[src/rtl/wfg_stim_sweep.sv]
// Frequency-sweep sequencer for the CORDIC sine stimulus: steps the angular
// increment between start and stop after a programmed number of accepted samples.
module wfg_stim_sweep (
    input  logic        clk,
    input  logic        rst_n,
    input  logic        cfg_en_i,
    input  logic [1:0]  cfg_mode_i,
    input  logic [15:0] cfg_start_inc_i,
    input  logic [15:0] cfg_stop_inc_i,
    input  logic [15:0] cfg_step_i,
    input  logic [15:0] cfg_dwell_i,
    input  logic        sample_valid_i,
    input  logic        sample_ready_i,
    output logic        stim_en_o,
    output logic [15:0] stim_inc_o,
    output logic        busy_o,
    output logic        done_o
);

    typedef enum logic [1:0] {IDLE, UP, DOWN, DONE} state_t;

    localparam logic [1:0] MODE_REPEAT   = 2'b01;
    localparam logic [1:0] MODE_TRIANGLE = 2'b10;

    state_t      state_q, state_d;
    logic [15:0] inc_q, inc_d;
    logic [15:0] dwell_cnt_q, dwell_cnt_d;
    logic [15:0] start_q, start_d;
    logic [15:0] stop_q, stop_d;
    logic [15:0] step_q, step_d;
    logic [15:0] dwell_q, dwell_d;
    logic [1:0]  mode_q, mode_d;
    logic        en_q, en_d;
    logic        busy_q, busy_d;
    logic        done_q, done_d;

    logic        hs;
    logic        degenerate;
    logic [15:0] last_cnt;
    logic [16:0] up_sum, dn_diff, tri_diff, tri_sum;
    logic [15:0] up_next, dn_next, tri_down_next, tri_up_next;

    // Clamped candidates for every kind of step; 17-bit math catches carry/borrow.
    always_comb begin
        hs         = sample_valid_i & sample_ready_i;
        degenerate = start_q > stop_q;
        last_cnt   = (dwell_q == 16'd0) ? 16'd0 : dwell_q - 16'd1;

        up_sum   = {1'b0, inc_q} + {1'b0, step_q};
        dn_diff  = {1'b0, inc_q} - {1'b0, step_q};
        tri_diff = {1'b0, stop_q} - {1'b0, step_q};
        tri_sum  = {1'b0, start_q} + {1'b0, step_q};

        up_next       = (up_sum > {1'b0, stop_q}) ? stop_q : up_sum[15:0];
        dn_next       = (dn_diff[16] || (dn_diff[15:0] < start_q)) ? start_q : dn_diff[15:0];
        tri_down_next = (tri_diff[16] || (tri_diff[15:0] < start_q)) ? start_q : tri_diff[15:0];
        tri_up_next   = (tri_sum > {1'b0, stop_q}) ? stop_q : tri_sum[15:0];
    end

    // Next-state logic; a disable in UP/DOWN always wins over a pending step.
    always_comb begin
        state_d     = state_q;
        inc_d       = inc_q;
        dwell_cnt_d = dwell_cnt_q;
        start_d     = start_q;
        stop_d      = stop_q;
        step_d      = step_q;
        dwell_d     = dwell_q;
        mode_d      = mode_q;

        case (state_q)
            IDLE: begin
                if (cfg_en_i) begin
                    start_d     = cfg_start_inc_i;
                    stop_d      = cfg_stop_inc_i;
                    step_d      = cfg_step_i;
                    dwell_d     = cfg_dwell_i;
                    mode_d      = cfg_mode_i;
                    inc_d       = cfg_start_inc_i;
                    dwell_cnt_d = 16'd0;
                    state_d     = UP;
                end
            end
            UP: begin
                if (!cfg_en_i) begin
                    state_d     = IDLE;
                    dwell_cnt_d = 16'd0;
                end else if (hs) begin
                    if (dwell_cnt_q < last_cnt) begin
                        dwell_cnt_d = dwell_cnt_q + 16'd1;
                    end else begin
                        dwell_cnt_d = 16'd0;
                        if (inc_q >= stop_q) begin
                            if (mode_q == MODE_REPEAT) begin
                                inc_d = start_q;
                            end else if (mode_q == MODE_TRIANGLE) begin
                                state_d = DOWN;
                                inc_d   = degenerate ? start_q : tri_down_next;
                            end else begin
                                state_d = DONE;
                            end
                        end else begin
                            inc_d = up_next;
                        end
                    end
                end
            end
            DOWN: begin
                if (!cfg_en_i) begin
                    state_d     = IDLE;
                    dwell_cnt_d = 16'd0;
                end else if (hs) begin
                    if (dwell_cnt_q < last_cnt) begin
                        dwell_cnt_d = dwell_cnt_q + 16'd1;
                    end else begin
                        dwell_cnt_d = 16'd0;
                        if (inc_q <= start_q) begin
                            state_d = UP;
                            inc_d   = degenerate ? start_q : tri_up_next;
                        end else begin
                            inc_d = dn_next;
                        end
                    end
                end
            end
            DONE: begin
                if (!cfg_en_i) begin
                    state_d = IDLE;
                end
            end
            default: state_d = IDLE;
        endcase

        en_d   = (state_d == UP) || (state_d == DOWN);
        busy_d = en_d;
        done_d = (state_q == UP) && (state_d == DONE);
    end

    always_ff @(posedge clk or negedge rst_n) begin
        if (!rst_n) begin
            state_q     <= IDLE;
            inc_q       <= 16'd0;
            dwell_cnt_q <= 16'd0;
            start_q     <= 16'd0;
            stop_q      <= 16'd0;
            step_q      <= 16'd0;
            dwell_q     <= 16'd0;
            mode_q      <= 2'b00;
            en_q        <= 1'b0;
            busy_q      <= 1'b0;
            done_q      <= 1'b0;
        end else begin
            state_q     <= state_d;
            inc_q       <= inc_d;
            dwell_cnt_q <= dwell_cnt_d;
            start_q     <= start_d;
            stop_q      <= stop_d;
            step_q      <= step_d;
            dwell_q     <= dwell_d;
            mode_q      <= mode_d;
            en_q        <= en_d;
            busy_q      <= busy_d;
            done_q      <= done_d;
        end
    end

    assign stim_en_o  = en_q;
    assign stim_inc_o = inc_q;
    assign busy_o     = busy_q;
    assign done_o     = done_q;

endmodule

[config.mk]
export PLATFORM = sky130hd
export DESIGN_NAME = wfg_stim_sweep
export DESIGN_NICKNAME = d
export VERILOG_FILES = /design/src/rtl/wfg_stim_sweep.sv
export SDC_FILE = /design/constraint.sdc
export NUM_CORES = 1
export LEC_CHECK = 0
export ABC_AREA = 1
export BUFFER_PORTS_ARGS = -buffer_cell sky130_fd_sc_hd__buf_2
export CAP_MARGIN = 20
export CORE_ASPECT_RATIO = 1.75
export CORE_UTILIZATION = 40
export CTS_BUF_LIST = sky130_fd_sc_hd__clkbuf_8 sky130_fd_sc_hd__clkbuf_16
export DETAILED_ROUTE_END_ITERATION = 8
export GPL_TIMING_DRIVEN = 0
export PLACE_DENSITY = 0.55
export SYNTH_ARGS = -nofsm -noshare
export SYNTH_HDL_FRONTEND = slang
export SYNTH_SLANG_ARGS = --single-unit
export TNS_END_PERCENT = 30
[constraint.sdc]
create_clock -name clk -period 4 [get_ports clk]
set_input_delay 0.2 -clock clk [delete_from_list [all_inputs] [get_ports clk]]
set_output_delay 0.2 -clock clk [all_outputs]
set_load 0.05 [all_outputs]
==> results of run 1 <==
[layout make-up]
class | instances | area [µm²] | share of cell area, %
Inverter | 245 | 930.9 | 6.134
Timing Repair Buffer | 144 | 935.9 | 6.167
Multi-Input combinational cell | 1473 | 9492 | 62.54
Clock buffer | 9 | 225.2 | 1.484
Clock inverter | 7 | 103.9 | 0.6843
Buffer | 55 | 421.7 | 2.778
Tap cell | 391 | 489.2 | 3.224
Sequential cell | 102 | 2577 | 16.98
[logic make-up (layout without fill, tap and decap cells)]
| logic type | count (synthesis) | in the layout |
|---|---|---|
| AO/OA/AOI/OAI | 343 | 343 |
| XOR/XNOR | 57 | 57 |
| adder cells (fa/ha/maj) | 203 | 203 |
| buffers and inverters | 300 | 460 |
| flip-flops | 102 | 102 |
| multiplexers | 5 | 5 |
| AND/OR/NAND/NOR | 865 | 865 |
[worst reg2reg max path: cells and delay by family, from the launching register on]
family	cells	cell delay, ns
adder cells (fa/ha/maj)	3	0.81
flip-flops	1	0.50
XOR/XNOR	1	0.27
AO/OA/AOI/OAI	4	0.57
AND/OR/NAND/NOR	18	1.67
buffers and inverters	2	0.22
[flip-flops by register name, summed over array words and instances (netlist names)]
name / count
dwell_cnt_q: 16
dwell_q: 16
start_q: 16
step_q: 16
stim_inc_o: 16
stop_q: 16
mode_q: 2
state_q: 2
busy_o: 1
done_o: 1
[stage by stage]
stage,TNS (ns),std cells
2_1_floorplan,0,1875
3_3_place_gp,-11.36,2354
3_5_place_dp,-11.44,2355
4_1_cts,0,2397
5_1_grt,-3.762,2426
6_report,-0.6163,2426
[layer usage]
metal / vias to the layer above / wire, µm / track usage (%)
met5: - / 8 / 0
met3: 181 / 1779 / 3.661
met4: 2 / 5712 / 30.03
met1: 6174 / 17620 / 31.58
li1: 6496 / - / -
met2: 406 / 25750 / 58.15
[layout by cell type (no fill, tap or decap), drive strengths merged, types with 4 or more instances in the layout]
cell	count
o21bai	7
xnor2	10
ha	199
o21ai	83
o22ai	10
a211oi	4
o211ai	4
xor2	47
inv	243
mux2	5
a31oi	5
nand3	136
dfrtp	102
fa	4
o31ai	5
buf	161
nor2	214
nand2	453
clkbuf	42
nand4	25
nor3	23
nand3b	5
a21oi	202
a21o	7
clkinvlp	5
[worst paths after layout]
check,startpoint,to,slack (ns),cells past startpoint
worst max-delay path,step_q[0],stim_inc_o[15],-0.09,28
worst min-delay path,cfg_dwell_i[15],dwell_q[15],0.04,2
worst max register to register,step_q[0],stim_inc_o[15],-0.09,28
worst min register to register,dwell_cnt_q[0],dwell_cnt_q[0],0.54,1
max in group asynchronous,rst_n,start_q[0],2.99,3
min in group asynchronous,rst_n,stim_inc_o[15],0.29,2
[repair_timing]
item	4_1_cts	5_1_grt
gates resized for setup	79	177
endpoints found under the hold margin	48	0
gates cloned	1	2
pin swaps	11	83
hold buffers	1	0
setup buffers	24	28
endpoints found under the setup margin	16	29
==> run_summary.xml, run 1 <==
<?xml version="1.0" encoding="UTF-8"?>
<metrics>
  <group name="synth">
    <metric name="mapped_nets" unit="">2149</metric>
    <metric name="syn_area_per_cell" unit="µm²">6.636</metric>
    <metric name="yosys.area_share.simple" unit="%">28.94</metric>
    <metric name="yosysMostFrequentCell" unit="">sky130_fd_sc_hd__nand2_1</metric>
    <metric name="synth.area.top_cells" unit="">sky130_fd_sc_hd__dfrtp_1 21%, sky130_fd_sc_hd__ha_1 20%, sky130_fd_sc_hd__nand2_1 13%, sky130_fd_sc_hd__a21oi_1 8.0%, sky130_fd_sc_hd__inv_1 7.2%</metric>
    <metric name="netlist-cell-type-count" unit="">59</metric>
    <metric name="synth_top_area_cell" unit="">sky130_fd_sc_hd__dfrtp_1</metric>
    <metric name="post_synth_most_frequent_cells" unit="">442 x sky130_fd_sc_hd__nand2_1, 240 x sky130_fd_sc_hd__inv_1, 213 x sky130_fd_sc_hd__nor2_1</metric>
    <metric name="netlist_instances" unit="">1875</metric>
    <metric name="synth.top_cell.area_share" unit="%">20.51</metric>
    <metric name="number_of_synthesized_register_bits" unit="">102</metric>
    <metric name="mappedNetlistArea" unit="µm²">12440</metric>
    <metric name="synth_sequential_area_ratio" unit="%">20.51</metric>
    <metric name="yosysWarningCount" unit="">0</metric>
    <metric name="synth-compound-area-share" unit="%">15.21</metric>
    <metric name="synthXorXnorAreaFrac" unit="%">4.012</metric>
    <metric name="synthFlopType" unit="">sky130_fd_sc_hd__dfrtp_1</metric>
    <metric name="synth_fa_ha_area_share" unit="%">20.65</metric>
    <metric name="synth_top_family_by_area" unit="">simple AND/OR/NAND/NOR gates</metric>
    <metric name="postSynth.asyncResetShare" unit="%">100.0</metric>
    <metric name="synth-edff-count" unit="">0</metric>
    <metric name="synth.area.mux_share" unit="%">0.4525</metric>
  </group>
  <group name="worst_setup_path">
    <metric name="critPathSlowestCell" unit="">sky130_fd_sc_hd__dfrtp_2</metric>
    <metric name="signal_arrival_time_at_the_worst_endpoint" unit="ns">4.43</metric>
    <metric name="timing.critical_path.from_type" unit="">flip-flop</metric>
    <metric name="worstPathMaxFanout" unit="">6</metric>
    <metric name="worst_path_most_repeated_cell" unit="">sky130_fd_sc_hd__nand2_1</metric>
    <metric name="worst_ep_required_time" unit="ns">4.33</metric>
    <metric name="criticalPathCategory" unit="">reg -&gt; reg</metric>
    <metric name="cp_capture_type" unit="">flip-flop</metric>
    <metric name="cp_num_buf_inv" unit="">2</metric>
    <metric name="path_delay_family" unit="">simple AND/OR/NAND/NOR gates</metric>
    <metric name="critical_path.max_stage_delay" unit="ns">0.50</metric>
  </group>
  <group name="detailed_routing">
    <metric name="detailedRoute.firstPassIterationCount" unit="">6</metric>
    <metric name="detail_route.wirelength" unit="µm">50870</metric>
    <metric name="vias_per_cell" unit="">5.465</metric>
    <metric name="drc_errors" unit="">0</metric>
    <metric name="average_detailed_routed_wire_length_per_instance" unit="µm">20.97</metric>
    <metric name="ant_nets" unit="">0</metric>
    <metric name="detailroute.via_count" unit="">13259</metric>
    <metric name="first_iter_violations" unit="">679</metric>
  </group>
  <group name="die">
    <metric name="floorplan.die_area" unit="µm²">31840</metric>
    <metric name="initial_util" unit="%">40.48</metric>
    <metric name="fp-row-count" unit="">85</metric>
    <metric name="top_level_ports" unit="">90</metric>
    <metric name="fp.coreArea" unit="µm²">30740</metric>
    <metric name="chip_width" unit="µm">135.3</metric>
    <metric name="die_h" unit="µm">235.3</metric>
  </group>
  <group name="cts">
    <metric name="clockRootBuffer" unit="">sky130_fd_sc_hd__clkbuf_16</metric>
    <metric name="max_root_sink_buffers" unit="">2</metric>
    <metric name="insertion_delay" unit="ns">0.39</metric>
    <metric name="clk_pin_slew" unit="ns">0.08</metric>
    <metric name="cts_inserted_buffers" unit="">9</metric>
    <metric name="sink_count_of_the_clock_tree" unit="">102</metric>
    <metric name="h-tree-depth" unit="">3</metric>
    <metric name="cts_tree" unit="">done</metric>
  </group>
  <group name="sta">
    <metric name="timing_hold_violations_final" unit="">0</metric>
    <metric name="worst_slew_pin_slew" unit="ns">1.127</metric>
    <metric name="finalSetupViolations" unit="">13</metric>
    <metric name="max_slew_margin" unit="%">24.90</metric>
    <metric name="timing_max_transition_violations_final" unit="">0</metric>
    <metric name="clock.fmax" unit="MHz">244.3</metric>
    <metric name="final.period_utilization" unit="%">102.3</metric>
    <metric name="fin_skew" unit="ns">0.004782</metric>
    <metric name="finalCriticalPeriod" unit="ns">4.094</metric>
    <metric name="grt_setup_unrepaired" unit="">true</metric>
    <metric name="setup_ws" unit="ns">-0.09372</metric>
    <metric name="worst_hold_slack" unit="ns">0.04181</metric>
  </group>
  <group name="final_layout">
    <metric name="utilization" unit="%">49.38</metric>
    <metric name="share_of_final_layout_standard_cells_stronger_than_drive_strength_1" unit="%">19.66</metric>
    <metric name="area.growth.synth_to_final" unit="%">21.96</metric>
    <metric name="num_antenna_cells" unit="">0</metric>
    <metric name="fillers" unit="">3176</metric>
    <metric name="final_area" unit="µm²">15180</metric>
    <metric name="finish.net_count" unit="">2304</metric>
  </group>
  <group name="global_routing">
    <metric name="grt.overflow.total" unit="">0</metric>
    <metric name="vias_in_the_first_global_route" unit="">12910</metric>
    <metric name="grt_first_pass_wirelength" unit="µm">74620</metric>
    <metric name="global_route.usage.total" unit="%">32.34</metric>
    <metric name="grt_max_degree" unit="">55</metric>
    <metric name="number_of_antenna_violations_at_the_first_check_in_global_routing" unit="">1</metric>
  </group>
  <group name="hold_path">
    <metric name="kind_of_path_behind_the_tightest_hold_check" unit="">in -&gt; reg</metric>
  </group>
  <group name="place">
    <metric name="hpwl" unit="µm">41080</metric>
    <metric name="place_congestion" unit="">0.9999</metric>
    <metric name="post-place-ws" unit="ns">-0.7783</metric>
    <metric name="io_buffer_count" unit="">88</metric>
    <metric name="detailed_place.area" unit="µm²">13410</metric>
  </group>
  <group name="outcome">
    <metric name="violations" unit="">setup timing</metric>
    <metric name="run_status" unit="">finished, violations left</metric>
  </group>
  <group name="job">
    <metric name="cap_viol_max_count" unit="">0</metric>
  </group>
</metrics>
Power of run 1 is left out: the tool's default activity adds up to more than one toggle a clock period on the data nets, which glitch-free logic cannot reach.
==> run 2: changes to the inputs <==
Settings changed: HOLD_SLACK_MARGIN set to 0.15.
==> run_summary.xml, run 2 (synthesis results as in run 1) <==
<?xml version="1.0" encoding="UTF-8"?>
<metrics>
  <group name="sta">
    <metric name="max_slew_margin" unit="%">23.96</metric>
    <metric name="grt_setup_unrepaired" unit="">true</metric>
    <metric name="fin_skew" unit="ns">0.008426</metric>
    <metric name="finalCriticalPeriod" unit="ns">4.102</metric>
    <metric name="final.period_utilization" unit="%">102.6</metric>
    <metric name="finalSetupViolations" unit="">13</metric>
    <metric name="timing_max_transition_violations_final" unit="">0</metric>
    <metric name="setup_ws" unit="ns">-0.1021</metric>
    <metric name="worst_slew_pin_slew" unit="ns">1.141</metric>
    <metric name="timing_hold_violations_final" unit="">0</metric>
    <metric name="clock.fmax" unit="MHz">243.8</metric>
  </group>
  <group name="global_routing">
    <metric name="met2_resource_use_gr" unit="%">58.87</metric>
    <metric name="grt.overflow.total" unit="">0</metric>
    <metric name="global_route.usage.total" unit="%">32.66</metric>
    <metric name="number_of_antenna_violations_at_the_first_check_in_global_routing" unit="">1</metric>
    <metric name="grt.met3_usage" unit="%">3.661</metric>
    <metric name="groute.layer.met1.usage" unit="%">31.78</metric>
    <metric name="grt_max_degree" unit="">55</metric>
    <metric name="vias_in_the_first_global_route" unit="">13135</metric>
    <metric name="top_usage_layer" unit="">met2</metric>
    <metric name="grt_first_pass_wirelength" unit="µm">75500</metric>
  </group>
  <group name="hold_path">
    <metric name="timing.hold.worst.start" unit="">cfg_en_i</metric>
    <metric name="hold_end" unit="">state_q[0]</metric>
    <metric name="kind_of_path_behind_the_tightest_hold_check" unit="">in -&gt; reg</metric>
    <metric name="timing.hold.worst_path_depth" unit="">3</metric>
  </group>
  <group name="worst_setup_path">
    <metric name="cp_capture_type" unit="">flip-flop</metric>
    <metric name="critPathSlowestCell" unit="">sky130_fd_sc_hd__dfrtp_2</metric>
    <metric name="reg2reg_to" unit="">stim_inc_o[13]</metric>
    <metric name="rr_worst_depth" unit="">28</metric>
    <metric name="criticalPathCategory" unit="">reg -&gt; reg</metric>
    <metric name="worst_path_most_repeated_cell" unit="">sky130_fd_sc_hd__nand2_1</metric>
    <metric name="critical_path.max_stage_delay" unit="ns">0.50</metric>
    <metric name="worstPathMaxFanout" unit="">6</metric>
    <metric name="worst_ep_required_time" unit="ns">4.33</metric>
    <metric name="timing.critical_path.from_type" unit="">flip-flop</metric>
    <metric name="regToRegStartpoint" unit="">step_q[0]</metric>
    <metric name="signal_arrival_time_at_the_worst_endpoint" unit="ns">4.44</metric>
    <metric name="timing.reg2reg.setup_slack" unit="ns">-0.10</metric>
  </group>
  <group name="cts">
    <metric name="clk_pin_slew" unit="ns">0.08</metric>
    <metric name="h-tree-depth" unit="">3</metric>
    <metric name="cts_tree" unit="">done</metric>
    <metric name="max_root_sink_buffers" unit="">2</metric>
    <metric name="clockRootBuffer" unit="">sky130_fd_sc_hd__clkbuf_16</metric>
    <metric name="sink_count_of_the_clock_tree" unit="">102</metric>
    <metric name="cts_inserted_buffers" unit="">9</metric>
    <metric name="insertion_delay" unit="ns">0.40</metric>
  </group>
  <group name="final_layout">
    <metric name="num_antenna_cells" unit="">0</metric>
    <metric name="layout_common_cells" unit="">399 x sky130_fd_sc_hd__nand2_1, 228 x sky130_fd_sc_hd__inv_1, 207 x sky130_fd_sc_hd__nor2_1, 186 x sky130_fd_sc_hd__ha_1, 181 x sky130_fd_sc_hd__a21oi_1</metric>
    <metric name="area.growth.synth_to_final" unit="%">27.27</metric>
    <metric name="share_of_final_layout_standard_cells_stronger_than_drive_strength_1" unit="%">19.04</metric>
    <metric name="fillers" unit="">3131</metric>
    <metric name="finalNonFillerCells" unit="">2492</metric>
    <metric name="final_common_cell" unit="">sky130_fd_sc_hd__nand2_1</metric>
    <metric name="finish.net_count" unit="">2370</metric>
  </group>
  <group name="place">
    <metric name="dpl.cell_count" unit="">2355</metric>
    <metric name="hpwl" unit="µm">41080</metric>
    <metric name="place_congestion" unit="">0.9999</metric>
    <metric name="io_buffer_count" unit="">88</metric>
  </group>
  <group name="die">
    <metric name="initial_util" unit="%">40.48</metric>
    <metric name="fp.coreArea" unit="µm²">30740</metric>
    <metric name="die_h" unit="µm">235.3</metric>
    <metric name="floorplan.die_area" unit="µm²">31840</metric>
    <metric name="chip_width" unit="µm">135.3</metric>
    <metric name="top_level_ports" unit="">90</metric>
    <metric name="fp-row-count" unit="">85</metric>
  </group>
  <group name="outcome">
    <metric name="violations" unit="">setup timing</metric>
    <metric name="run_status" unit="">finished, violations left</metric>
  </group>
  <group name="detailed_routing">
    <metric name="detail_route.wirelength" unit="µm">51490</metric>
    <metric name="detailroute.via_count" unit="">13502</metric>
    <metric name="average_detailed_routed_wire_length_per_instance" unit="µm">20.66</metric>
    <metric name="ant_nets" unit="">0</metric>
    <metric name="detailedRoute.firstPassIterationCount" unit="">6</metric>
    <metric name="drc_errors" unit="">0</metric>
    <metric name="vias_per_cell" unit="">5.418</metric>
    <metric name="first_iter_violations" unit="">782</metric>
  </group>
  <group name="job">
    <metric name="cap_viol_max_count" unit="">0</metric>
  </group>
</metrics>
-- run 2: worst max-delay path, delay by kind of cell (launching register included) --
family	cells	cell delay, ns
xor gates and xnor gates	1	0.27
DFF	1	0.50
buffers and inverters	2	0.21
and+or+nand+nor	18	1.69
adders and majority gates	3	0.81
AOI/OAI and AO/OA	4	0.57
-- run 2: through the flow --
step	hold slack, ns	area (µm²)	worst slack (ns)	util, %	setup TNS (ns)
final	0.1542	15840	-0.1021	51.52	-0.7102
after global routing	0.1663	15840	-0.2636	51.52	-3.733
after CTS	0.1502	14850	0.005393	48.31	0
after detailed placement	0.1810	13410	-0.7783	43.62	-11.44
after global placement	0.4383	13370	-0.7820	43.51	-11.36
after floorplan	-0.09559	12440	0.05897	-	0
-- run 2: how the worst max path moves through the flow --
stage | from | endpoint | slack [ns] | cells after the start
after floorplan | stim_inc_o[0] | stim_inc_o[13] | 0.06 | 22
after global placement | start_q[1] | stim_inc_o[5] | -0.78 | 28
after detailed placement | start_q[1] | stim_inc_o[5] | -0.78 | 28
after CTS | stim_inc_o[6] | stim_inc_o[11] | 0.005 | 27
after global routing | step_q[0] | stim_inc_o[8] | -0.26 | 29
final | step_q[0] | stim_inc_o[13] | -0.10 | 28
-- run 2: repair_timing --
| item | CTS | global route |
|---|---|---|
| resized for setup | 79 | 177 |
| buffers inserted | 24 | 28 |
| hold buffers | 67 | 0 |
| gates cloned | 1 | 2 |
| endpoints found under the hold margin | 125 | 0 |
| setup endpoints to repair | 16 | 29 |
| pin swaps | 11 | 83 |
-- run 2: routing by layer --
metal / wire length (µm) / up-vias
met5: 8 / -
met4: 5577 / 2
met3: 1699 / 178
met2: 26300 / 413
met1: 17910 / 6289
li1: - / 6620
-- run 2: area by class of cell --
type                            count  area [µm²]  share of cell area (%)
Buffer                             55       421.7                   2.663
Clock buffer                        9       225.2                   1.422
Clock inverter                      7       103.9                  0.6558
Inverter                          245       930.9                   5.878
Multi-Input combinational cell   1473        9492                   59.94
Sequential cell                   102        2577                   16.28
Tap cell                          391       489.2                   3.089
Timing Repair Buffer              210        1597                   10.08
Power of run 2 is left out for the same reason.
